===== config.mk =====
export PLATFORM = sky130hd
export DESIGN_NAME = fetch_unit
export DESIGN_NICKNAME = d
export VERILOG_FILES = /design/src/rtl/fetch_unit.sv
export SDC_FILE = /design/constraint.sdc
export NUM_CORES = 1
export LEC_CHECK = 0
export ABC_AREA = 1
export CORE_ASPECT_RATIO = 0.75
export CORE_MARGIN = 2
export CORE_UTILIZATION = 55
export CTS_BUF_LIST = sky130_fd_sc_hd__clkbuf_8
export DETAILED_ROUTE_END_ITERATION = 8
export PLACE_DENSITY = 0.83
export SETUP_SLACK_MARGIN = 0.15
export SYNTH_ARGS = -nofsm -noshare
export SYNTH_HDL_FRONTEND = slang
export SYNTH_SLANG_ARGS = --single-unit

===== constraint.sdc =====
create_clock -name clk -period 5.61 [get_ports clk]
set_clock_uncertainty 0.15 [all_clocks]
set_input_delay 1.4025 -clock clk [delete_from_list [all_inputs] [get_ports clk]]
set_output_delay 1.4025 -clock clk [all_outputs]
set_load 0.005 [all_outputs]

===== src/rtl/fetch_unit.sv =====
// fetch_unit
//
// Instruction fetch stage feeding the decoder. Holds the fetch PC and issues
// one word read at a time to the memory bus. Returned words go into a 2-entry
// prefetch queue, and the queue head is offered to decode together with its
// address. A redirect empties the queue and restarts fetch at redirect_pc.
// If a read is still outstanding at that moment, its reply is thrown away
// when it arrives.
//
// Handshakes:
//   bus side:    bus_start is a one-cycle pulse. bus_addr stays stable from
//                bus_start until the matching one-cycle bus_done. bus_data is
//                sampled only in the bus_done cycle. At most one read is
//                outstanding.
//   decode side: instr/instr_pc are valid while instr_valid=1. The head is
//                consumed in any cycle where instr_valid && instr_ready, and
//                instr_valid never depends on instr_ready.
//
// Ports:
//   clk, reset          clock and synchronous active-high reset
//   bus_addr/bus_start  read request to memory (word address)
//   bus_data/bus_done   read completion from memory
//   instr/instr_pc      queue head word and its address (0 when invalid)
//   instr_valid         queue non-empty
//   instr_ready         decode accepts the head this cycle
//   redirect            flush and restart fetch at redirect_pc
//   redirect_pc         new fetch address
//   fsm_state           debug view of the fetch FSM (0 = IDLE, 1 = WAIT)

module fetch_unit #(
   parameter logic [26:0] RESET_PC = 27'd0
) (
   input  logic        clk,
   input  logic        reset,
   output logic [26:0] bus_addr,
   output logic        bus_start,
   input  logic [31:0] bus_data,
   input  logic        bus_done,
   output logic [31:0] instr,
   output logic [26:0] instr_pc,
   output logic        instr_valid,
   input  logic        instr_ready,
   input  logic        redirect,
   input  logic [26:0] redirect_pc,
   output logic        fsm_state
);

   typedef enum logic {
      S_IDLE = 1'b0,
      S_WAIT = 1'b1
   } state_t;

   state_t      state;
   state_t      state_next;

   logic [26:0] fetch_pc;
   logic [26:0] addr_q;     // address of the read in flight (or the last one)
   logic        discard;    // the outstanding reply belongs to a flushed stream
   logic [1:0]  count;
   logic [26:0] head_pc;
   logic [31:0] head_word;
   logic [26:0] tail_pc;
   logic [31:0] tail_word;

   logic        issue;
   logic        push;
   logic        pop;

   // State register
   always_ff @(posedge clk) begin
      if (reset) state <= S_IDLE;
      else       state <= state_next;
   end

   // Next-state logic
   always_comb begin
      state_next = state;
      case (state)
         S_IDLE: if (issue)    state_next = S_WAIT;
         S_WAIT: if (bus_done) state_next = S_IDLE;
         default:              state_next = S_IDLE;
      endcase
   end

   // Output logic. issue is held back during reset and in a redirect cycle.
   // A reply that arrives with a redirect, or while discard is set, is
   // dropped rather than pushed.
   always_comb begin
      issue = 1'b0;
      push  = 1'b0;
      case (state)
         S_IDLE: issue = !reset && !redirect && (count != 2'd2);
         S_WAIT: push  = bus_done && !discard && !redirect;
         default: ;
      endcase
   end

   assign bus_start   = issue;
   assign bus_addr    = issue ? fetch_pc : addr_q;
   assign instr_valid = (count != 2'd0);
   assign instr       = instr_valid ? head_word : 32'd0;
   assign instr_pc    = instr_valid ? head_pc : 27'd0;
   assign pop         = instr_valid && instr_ready;
   assign fsm_state   = state;

   // Datapath: fetch PC, discard flag, and the prefetch queue (head/tail).
   always_ff @(posedge clk) begin
      if (reset) begin
         fetch_pc  <= RESET_PC;
         addr_q    <= 27'd0;
         discard   <= 1'b0;
         count     <= 2'd0;
         head_pc   <= 27'd0;
         head_word <= 32'd0;
         tail_pc   <= 27'd0;
         tail_word <= 32'd0;
      end else begin
         if (issue) addr_q <= fetch_pc;

         // discard is meaningful only while a read is outstanding. The reply
         // itself always clears it, even if a new redirect lands in the same
         // cycle, because no read is left outstanding after that.
         if (state == S_WAIT) begin
            if (bus_done)      discard <= 1'b0;
            else if (redirect) discard <= 1'b1;
         end

         if (redirect) begin
            // The queue is flushed. Any pop in this cycle is still treated
            // as accepted by decode.
            fetch_pc <= redirect_pc;
            count    <= 2'd0;
         end else begin
            if (push) fetch_pc <= fetch_pc + 27'd1;  // wraps modulo 2^27
            case ({push, pop})
               2'b10: begin
                  if (count == 2'd0) begin
                     head_pc   <= fetch_pc;
                     head_word <= bus_data;
                  end else begin
                     tail_pc   <= fetch_pc;
                     tail_word <= bus_data;
                  end
                  count <= count + 2'd1;
               end
               2'b01: begin
                  head_pc   <= tail_pc;
                  head_word <= tail_word;
                  count     <= count - 2'd1;
               end
               2'b11: begin
                  if (count == 2'd1) begin
                     head_pc   <= fetch_pc;
                     head_word <= bus_data;
                  end else begin
                     head_pc   <= tail_pc;
                     head_word <= tail_word;
                     tail_pc   <= fetch_pc;
                     tail_word <= bus_data;
                  end
               end
               default: ;
            endcase
         end
      end
   end

endmodule

==> summary.md <==
| Metric | Value |
|---|---|
| Yosys warns | `0` |
| Die width | `151 um` |
| Final min period | `about 5000 ps` |
| Number of diodes | `0` |
| Status | `complete, no violations` |
| Pre-CTS setup slack | `between 500 and 600 ps` |
| CP max stage cell | `clkdlybuf4s50_1` |
| Post-CTS resize count | `0` |
| Mapped Nets | `about 1,400` |
| Flop pwr share | `0.509` |
| Clock Pin Slew Worst Setup and Hold Paths | `around 90 ps` |
| Worst R2R Setup Slack | `1700 ps` |
| Antenna violations before repair | `0` |
| Net Sw Frac | `0.290` |
| Sw Pwr | `between 700 and 800 uW` |
| Worst-path maximum fanout | `82` |
| Number of global-route vias before repair | `~8,000` |
| Initial Util | `0.558` |
| Worst path required time | `roughly 4100 ps` |
| Worst-path cell chain | `clkdlybuf4s50_1, nor4_4, buf_12, or2_2, inv_2, a21oi_1, clkdlybuf4s50_1` |
| Drt drc | `0` |
| Clk buf depth | `2` |
| Sequential-to-total area share from yosys stat | `0.397` |
| Final Hold Viols | `0` |
| Static leakage | `0.00441 uW` |
| Grt met1 use | `0.390` |
| Filler instances | `1,417` |
| Grt met2 use | `0.455` |
| Synth top area share | `0.397` |
| Mapped Cells | `1,302` |
| Setup violators final | `0` |
| CP arrival | `3490 ps` |
| Gpl congestion | `roughly 0.94` |
| Routed vias/inst | `between 5 and 6` |
| CTS tree | `done` |
| Core ar. | `15,900 sq um` |
| Vias | `8,715` |
| Unrepaired setup endpoints after global routing | `no` |
| Detailed Route Iter0 Violations | `784` |
| DP Wirelength | `15,700 um` |
| Layout cells sized above 1 | `0.0971` |
| Combinational Power Share | `0.142` |
| Die Height | `114 um` |
| Yosys reg bits | `between 150 and 200` |
| DR WL/cell | `14.7 um` |
| FMAX | `198 MHz` |
| WL final | `23,800 um` |
| Nets@finish | `1,470` |
| Slew Limit Fails | `0` |
| # IOs | `153` |
| H-tree depth | `4` |
| Top Usage Layer GRT | `met2` |
| Crit-path max cell delay | `540 ps` |
| Pwr/cell area | `239 nW/um^2` |
| # port buffers | `152` |
| TNS Setup | `0 ps` |
| Hold Path Class | `reg -> reg` |
| Post-Syn Area | `between 8000 and 9000 sq um` |
| CP startpoint kind | `input pin` |
| Worst setup margin | `564 ps` |
| Clock share of power | `0.349` |
| CTS buffer count | `17` |
| Largest area contributor in the netlist | `dfxtp_1` |
| Synthesized area per cell | `6.82 sq um` |
| First-pass GRT wire length | `38,900 um` |
| Total track usage | `0.282` |
| Area Overhead vs Synth | `21.5%` |
| Latest clock arrival within the worst-skew pair | `480 ps` |
| Final ANT Viol Nets | `0` |
| Row count | `40` |
| TritonRoute pass-1 iters | `6` |
| Synth area leaders | `dfxtp_1 (40%), o21ai_0 (9.2%), a21oi_1 (7.9%)` |
| Worst vdd ir | `0.193 mV` |
| Slew HR | `0.212` |
| Worst path most repeated cell | `clkdlybuf4s50_1` |
| Clk sink count | `176` |
| Root Buffer | `clkbuf_8` |
| Yosys cell types | `36` |
| Grt ovf | `0` |
| Crit path kind | `in -> out` |
| Setup crit end kind | `output port` |
| Post-CTS Setup Inserts | `0` |
| Met3 usage | `0.0516` |
| Hold buffer count at cts | `0` |
| Max Cap Viol | `0` |
| P_int | `1830 uW` |
| Die ar. | `17,200 sq um` |
| Largest net degree at the start of global routing | `a little over 80` |
| Least-Margin Pin Slew | `1180 ps` |
| Final Cycle Share | `0.900` |
[per-stage QoR]
step	util	instance area [sq um]	cells	power [uW]	hold slack (ps)
after floorplan	-	8880	1302	1560	306
after global placement	0.653	10400	1589	1700	312
after detailed placement	0.653	10400	1589	1710	325
after CTS	0.678	10800	1621	2590	344
after global routing	0.678	10800	1621	2690	365
final	0.678	10800	1621	2580	344
[power by group through the flow]
stage | Clock (uW) | Sequential [uW] | Combinational [uW]
after detailed placement | 0 | 1340 | 363
after floorplan | 0 | 1340 | 223
final | 901 | 1310 | 367
after global placement | 0 | 1340 | 355
after CTS | 909 | 1310 | 366
after global routing | 963 | 1320 | 405
[cell families (layout without fill, tap and decap cells)]
logic type	Yosys count	in the layout	synth area share
and+or+nand+nor	462	462	0.225
AOI/OAI and AO/OA	370	370	0.234
buffers and inverters	285	394	0.132
DFF	176	176	0.397
adders and majority gates	8	8	0.0113
xor gates and xnor gates	1	1	0.000987
[registers in the layout (all words and copies together), names as in the netlist]
register and flops:
head_word 32, tail_word 32, addr_q 27, fetch_pc 27, head_pc 27, tail_pc 27, count 2, discard 1
fsm_state 1
[per-layer routing]
layer | share of wire | wire [um] | vias to the layer above
li1 | - | - | 4373
met1 | 0.46 | 10900 | 4014
met2 | 0.46 | 10900 | 305
met3 | 0.071 | 1700 | 23
met4 | 0.012 | 287 | 0
met5 | 0 | 0 | -
[cell usage after synthesis, drive strengths merged]
cell type    n
nand4        1
clkinv       1
a31oi        2
clkbuf      48
a211oi      29
and2         1
a21oi      140
nor3         3
o32ai        3
nor4         1
nand2      149
buf         41
or2         32
dfxtp      176
ha           8
nor2       181
o211ai       6
o221ai       2
o22ai        3
xor2         1
inv        195
o21ai      183
o21bai       1
nand3       94
a311oi       1
[final cells by class]
class,instances,area (sq um),area share
multi-input combinational,841,4210,0.390
timing repair buffer,166,1660,0.154
clock inverter,14,146,0.0136
sequential,176,3520,0.327
clock buffer,18,248,0.0230
inverter,196,736,0.0682
tap,210,263,0.0244
[worst paths after layout]
kind | startpoint | endpoint | depth (start not counted)
worst max-delay path | redirect | bus_addr[22] | 7
worst min-delay path | tail_word[0]$_SDFFE_PP0P_ | tail_word[0]$_SDFFE_PP0P_ | 2
worst max register to register | count[0]$_SDFFE_PP0P_ | tail_pc[25]$_SDFFE_PP0P_ | 12
worst min register to register | tail_word[0]$_SDFFE_PP0P_ | tail_word[0]$_SDFFE_PP0P_ | 2
[placed cells by master, fill, tap and decap left out, types with 2 or more instances in the layout]
cell type and count:
nor2_1 178, dfxtp_1 176, inv_1 170, o21ai_0 164
clkdlybuf4s50_1 151, nand2_1 146, a21oi_1 140, nand3_1 93
or2_2 32, inv_2 26, a211oi_2 22, o21ai_1 19
clkbuf_8 18, buf_4 12, a211oi_1 7, ha_1 7
o211ai_1 6, inv_6 6, o22ai_1 3, o32ai_1 3
nor3_1 3, clkinv_4 3, buf_12 3, nand2_4 2
nor2_2 2, a31oi_1 2, o221ai_1 2, inv_8 2
clkinvlp_4 2
[critical path, delay by kind of cell]
family | cells | cell delay, ps
simple gates | 2 | 530
buf+inv | 4 | 1360
compound gates | 1 | 140
(Power assumes the default switching activity.)
